$ cat src/rtl/lec_scan_sched_pkg.sv
// Shared types and sizing helpers for the chunked OR-scan sequencer.
package lec_scan_pkg;

  typedef enum logic [1:0] {
    IDLE = 2'd0,
    SCAN = 2'd1,
    DONE = 2'd2
  } state_t;

  // Number of CHUNK-wide slices needed to cover a WIDTH-bit vector.
  function automatic int unsigned calc_nchunk(input int unsigned w, input int unsigned c);
    return (w + c - 1) / c;
  endfunction

  // Counter width able to index n distinct values (at least one bit).
  function automatic int unsigned idx_width(input int unsigned n);
    return (n > 1) ? $clog2(n) : 1;
  endfunction

endpackage

$ cat src/rtl/lec_scan_sched_chunk_or.sv
// Masked OR-reduction of one chunk; only the low nvalid bits take part.
module lec_chunk_or
  import lec_scan_pkg::*;
#(
  parameter int unsigned CHUNK = 64,
  localparam int unsigned CW = idx_width(CHUNK + 1)
) (
  input  logic [CHUNK-1:0] chunk,
  input  logic [CW-1:0]    nvalid,
  output logic             red_c
);

  logic [CHUNK-1:0] mask;

  // Build the valid-bit mask and reduce the surviving bits.
  always_comb begin
    mask = '0;
    for (int unsigned i = 0; i < CHUNK; i++) begin
      if (i < 32'(nvalid)) mask[i] = 1'b1;
    end
    red_c = |(chunk & mask);
  end

endmodule

$ cat src/rtl/lec_scan_sched.sv
// Captures a wide vector on start and folds its chunk OR-reductions into
// NOUT sticky lanes, one chunk per cycle through a shared reduction unit.
module lec_scan_sched
  import lec_scan_pkg::*;
#(
  parameter int unsigned WIDTH = 1085,
  parameter int unsigned CHUNK = 64,
  parameter int unsigned NOUT  = 9
) (
  input  logic             clk,
  input  logic             rst,
  input  logic             start,
  input  logic [WIDTH-1:0] in_vec,
  output logic             busy,
  output logic             done,
  output logic [NOUT-1:0]  result
);

  localparam int unsigned NCHUNK = calc_nchunk(WIDTH, CHUNK);
  localparam int unsigned PADW   = NCHUNK * CHUNK;
  localparam int unsigned IW     = idx_width(NCHUNK);
  localparam int unsigned LW     = idx_width(NOUT);
  localparam int unsigned CW     = idx_width(CHUNK + 1);
  localparam int unsigned LASTW  = WIDTH - (NCHUNK - 1) * CHUNK;

  state_t           state;
  state_t           state_next;
  logic [IW-1:0]    idx;
  logic [LW-1:0]    lane;
  logic [WIDTH-1:0] cap;
  logic [NOUT-1:0]  acc;
  logic [PADW-1:0]  cap_pad;
  logic [CHUNK-1:0] chunk;
  logic [CW-1:0]    nvalid;
  logic             red_c;
  logic             last_c;
  logic             load_c;
  logic             step_c;

  assign last_c = (idx == IW'(NCHUNK - 1));

  // Select the current chunk; padding above WIDTH reads as zero.
  always_comb begin
    cap_pad              = '0;
    cap_pad[WIDTH-1:0]   = cap;
    chunk                = cap_pad[32'(idx) * CHUNK +: CHUNK];
    nvalid               = last_c ? CW'(LASTW) : CW'(CHUNK);
  end

  lec_chunk_or #(
    .CHUNK (CHUNK)
  ) u_chunk_or (
    .chunk  (chunk),
    .nvalid (nvalid),
    .red_c  (red_c)
  );

  // Next-state and datapath strobes.
  always_comb begin
    state_next = state;
    load_c     = 1'b0;
    step_c     = 1'b0;
    case (state)
      IDLE: begin
        if (start) begin
          load_c     = 1'b1;
          state_next = SCAN;
        end
      end
      SCAN: begin
        step_c = 1'b1;
        if (last_c) state_next = DONE;
      end
      DONE:    state_next = IDLE;
      default: state_next = IDLE;
    endcase
  end

  // State register with registered busy/done decodes.
  always_ff @(posedge clk or posedge rst) begin
    if (rst) begin
      state <= IDLE;
      busy  <= 1'b0;
      done  <= 1'b0;
    end else begin
      state <= state_next;
      busy  <= (state_next != IDLE);
      done  <= (state == DONE);
    end
  end

  // Capture, chunk/lane counters, sticky accumulator and result publish.
  always_ff @(posedge clk or posedge rst) begin
    if (rst) begin
      cap    <= '0;
      acc    <= '0;
      idx    <= '0;
      lane   <= '0;
      result <= '0;
    end else begin
      if (load_c) begin
        cap  <= in_vec;
        acc  <= '0;
        idx  <= '0;
        lane <= '0;
      end else if (step_c) begin
        acc[lane] <= acc[lane] | red_c;
        idx       <= last_c ? '0 : idx + IW'(1);
        lane      <= (lane == LW'(NOUT - 1)) ? '0 : lane + LW'(1);
      end
      if (state == DONE) result <= acc;
    end
  end

endmodule

$ cat config.mk
export PLATFORM = sky130hd
export DESIGN_NAME = lec_scan_sched
export DESIGN_NICKNAME = d
export VERILOG_FILES = /design/src/rtl/lec_scan_sched_pkg.sv /design/src/rtl/lec_scan_sched_chunk_or.sv /design/src/rtl/lec_scan_sched.sv
export SDC_FILE = /design/constraint.sdc
export NUM_CORES = 2
export LEC_CHECK = 0
export CORE_AREA = 2 2 423 425
export CTS_CLUSTER_DIAMETER = 60
export DETAILED_ROUTE_END_ITERATION = 8
export DIE_AREA = 0 0 425 427
export PLACE_DENSITY = 0.6
export SYNTH_ARGS = -nofsm -noshare
export SYNTH_HDL_FRONTEND = slang
export SYNTH_HIERARCHICAL = 1
export SYNTH_SLANG_ARGS = --single-unit
$ cat constraint.sdc
create_clock -name clk -period 40.1 [get_ports clk]
set_input_delay 8.02 -clock clk [delete_from_list [all_inputs] [get_ports clk]]
set_output_delay 8.02 -clock clk [all_outputs]
set_load 0.01 [all_outputs]
==> flow_metrics.py <==
metrics = {
    "sta": {
        "finalCritPeriodShare": 0.325,
        "maxSlewHeadroom": 0.170,
        "grt_setup_unrepaired": "false",
        "finalHoldViolCount": 0,
        "slew_violations": 0,
        "min_period_ps": 13050,
        "fmax_ghz": 0.0766,
        "finalSetupTns_ps": 0,
        "setup_viol": 0,
        "worst_pin_slew_ps": 1240,
        "fin_skew_ps": 24.3,
    },
    "route": {
        "viasPerCell": 4.83,
        "drt_iter0_markers": 3764,
        "num_vias": 43912,
        "drt_wl_total_mm": 205,
        "drt.antenna.violating_nets": 0,
        "drt_first_pass_iters": 6,
        "avgRoutedWirePerCell_microns": 22.6,
        "route.detailed.drc": 0,
    },
    "synthesis": {
        "async_reset_ff_frac": 1.00,
        "yosys.area.top_type_share": 0.542,
        "syn_area_per_cell_sq_um": 9.06,
        "synth_area_leaders": "dfrtp_1, nand2_1, mux2_2",
        "ys_warn_count": 6,
        "synth_area_sq_mm": 0.0515,
        "ys_seq_area_frac": 0.542,
        "synth-seq-cells": 1116,
        "synthCells": 5688,
        "synth_cell_types": 64,
        "synthFlopType": "dfrtp_1",
        "synth-edff-count": 0,
        "yosysTopAreaCell": "dfrtp_1",
    },
    "global_route": {
        "grt_pass1_wl_mm": 294,
        "grt_overflow": 0,
        "grt_start_max_net_pins": 231,
        "antenna_found_initial": 88,
        "first_global_vias": 44118,
        "grt_use_total": 0.220,
    },
    "job": {
        "max-cap-violations": 0,
    },
    "cts": {
        "cts_buffer_depth": 3,
        "clock_sinks": 1116,
        "cts_setup_buffers": 0,
        "htree_num_levels": 4,
        "cts_buffers": 136,
        "cts_root_buf": "clkbuf_16",
        "hold_buffers": 0,
        "cts_tree": "done",
        "cts_resized": 0,
        "cts.clk_slew.worst_paths_ps": 60,
        "clk_latency_ps": 790,
    },
    "cells_and_area": {
        "drive_above_1_share": 0.110,
        "final_nets": 7704,
        "area_delta_synth_final_pct": 34.0,
        "fillers": 17682,
    },
    "floorplanning": {
        "num_rows": 155,
        "start_util": 0.291,
        "dieArea_sq_mm": 0.181,
        "die_w_microns": 425,
        "ios": 1099,
        "core-area_sq_mm": 0.177,
        "die_y_microns": 427,
    },
    "placement": {
        "place.gp.congestion": 0.877,
        "numPortBuffers": 1098,
        "place_hpwl_mm": 151,
    },
    "hold_path": {
        "worstHoldStart": "cap[583]",
        "hp-class": "flop to flop",
    },
    "pwr": {
        "powerDensity_mw_per_mm2": 79.7,
        "leakage_nw": 33.1,
        "ir_worst_vdd_uv": 56.2,
        "power_mw": 5.50,
    },
    "worst_setup_path": {
        "critPathMaxStageDelay_ps": 910,
        "r2r_slack_ps": 33130,
        "path_cells": "clkdlybuf4s50_1, and2_4, buf_12, buf_4, buf_4, buf_4, buf_4, nand2_1, nand2_1",
        "critPathKind": "input pin to flop",
        "crit_fanout": 223,
        "worstSetupStartpoint": "start",
        "crit_arrival_ps": 13760,
        "cpMaxStageDelayCell": "buf_4",
        "r2r-start": "idx[0]",
        "setup.worst_path.end_class": "flop",
        "cp-start-kind": "input pin",
        "cpMostUsedCell": "buf_4",
        "worstPathRequired_ps": 40810,
    },
    "status": {
        "outcome": "finished clean",
    },
}
-- cell families (layout without fill, tap and decap cells) --
logic type                 after synthesis  in the layout  share of synthesized area
and+or+nand+nor                       3416           3416                      0.254
DFF                                   1116           1116                      0.542
other                                    1             42                  0.0000728
buffers and inverters                  391           1403                     0.0310
xor gates and xnor gates                 1              1                   0.000170
muxes                                  458            458                      0.129
AOI/OAI and AO/OA                      297            297                     0.0418
adders and majority gates                8              8                    0.00184
-- power by group --
group	switching (mW)	internal [mW]	total [mW]
registers	0.332	1.70	2.03
logic	1.26	0.976	2.24
clock network	0.512	0.722	1.23
-- cell usage after synthesis, types with 3 or more instances --
master	instances
a211oi_1	4
a21o_1	4
a21oi_1	25
a221o_1	64
a311oi_1	6
a31oi_1	6
and2_1	3
buf_1	26
buf_2	33
buf_6	11
clkbuf_1	303
dfrtp_1	1116
ha_1	6
inv_1	16
mux2_2	314
mux2i_1	9
mux4_2	135
nand2_1	3278
nand2b_1	6
nand3_1	8
nand4_1	4
nor2_1	17
nor2b_1	3
nor3_1	69
nor3b_1	4
nor4_1	6
o2111ai_1	3
o211ai_1	6
o21a_1	3
o21ai_0	18
o221ai_1	3
o22ai_1	130
o31ai_1	3
or2_2	3
or4_1	3
-- final cells by class --
class / instances / area (sq um) / area share
Timing Repair Buffer: 1153 / 11500 / 0.167
Clock inverter: 51 / 515 / 0.00747
Tap cell: 2355 / 2950 / 0.0427
Inverter: 16 / 67.6 / 0.000978
Multi-Input combinational cell: 4187 / 22100 / 0.320
Antenna cell: 35 / 87.6 / 0.00127
Sequential cell: 1116 / 27900 / 0.405
Clock buffer: 183 / 3890 / 0.0564
-- critical path: cells and delay by family --
| family | cells | cell delay, ps |
|---|---|---|
| buffers and inverters | 6 | 4530 |
| and+or+nand+nor | 3 | 810 |
-- per-stage QoR --
| stage | utilization | cells | setup WS (ps) | area [sq um] | hold WS [ps] |
|---|---|---|---|---|---|
| after floorplan | - | 5694 | 655 | 51600 | 440 |
| after global placement | 0.364 | 8827 | 26360 | 64600 | 451 |
| after detailed placement | 0.364 | 8827 | 26280 | 64600 | 456 |
| after CTS | 0.389 | 9061 | 27120 | 69000 | 471 |
| after global routing | 0.389 | 9090 | 26650 | 69000 | 485 |
| final | 0.390 | 9096 | 27050 | 69100 | 465 |
-- sequential cells by signal, indices dropped and copies added (netlist names) --
signal  flops
busy        1
idx         5
cap      1085
result      9
lane        4
state       2
acc         9
done        1
-- layout by cell type, fill, tap and decap left out, types with 7 or more instances in the layout --
master / netlist / routed
nor3_1: 69 / 69
inv_1: 16 / 14
conb_1: 1 / 7
a21oi_1: 25 / 25
clkdlybuf4s50_1: 0 / 1098
nand3_1: 8 / 8
clkinv_2: 0 / 21
dfrtp_1: 1116 / 1113
clkbuf_1: 303 / 20
clkbuf_8: 0 / 23
mux4_2: 135 / 135
clkbuf_16: 0 / 140
nor2_1: 17 / 16
o22ai_1: 130 / 130
mux2_2: 314 / 314
buf_12: 0 / 8
inv_6: 0 / 12
diode_2: 0 / 35
nand2_1: 3278 / 3276
o21ai_0: 18 / 18
mux2i_1: 9 / 9
a221o_1: 64 / 64
buf_4: 2 / 47
-- path summary, 6_finish.rpt --
kind                            endpoint  cells after the start
worst max-delay path            cap[599]                      9
worst min-delay path            cap[583]                      2
worst max register to register    acc[4]                     15
worst min register to register  cap[583]                      2
max in group asynchronous       cap[417]                      6
min in group asynchronous       cap[623]                      2
-- layer usage --
layer | share of wire | track usage | wire length (microns) | up-vias
li1 | - | - | - | 20300
met1 | 0.41 | 0.281 | 85200 | 21648
met2 | 0.48 | 0.357 | 98600 | 1539
met3 | 0.062 | 0.0461 | 12600 | 379
met4 | 0.043 | 0.102 | 8770 | 46
met5 | 0.0014 | 0 | 294 | -
Power figures use the tool's default switching activity.
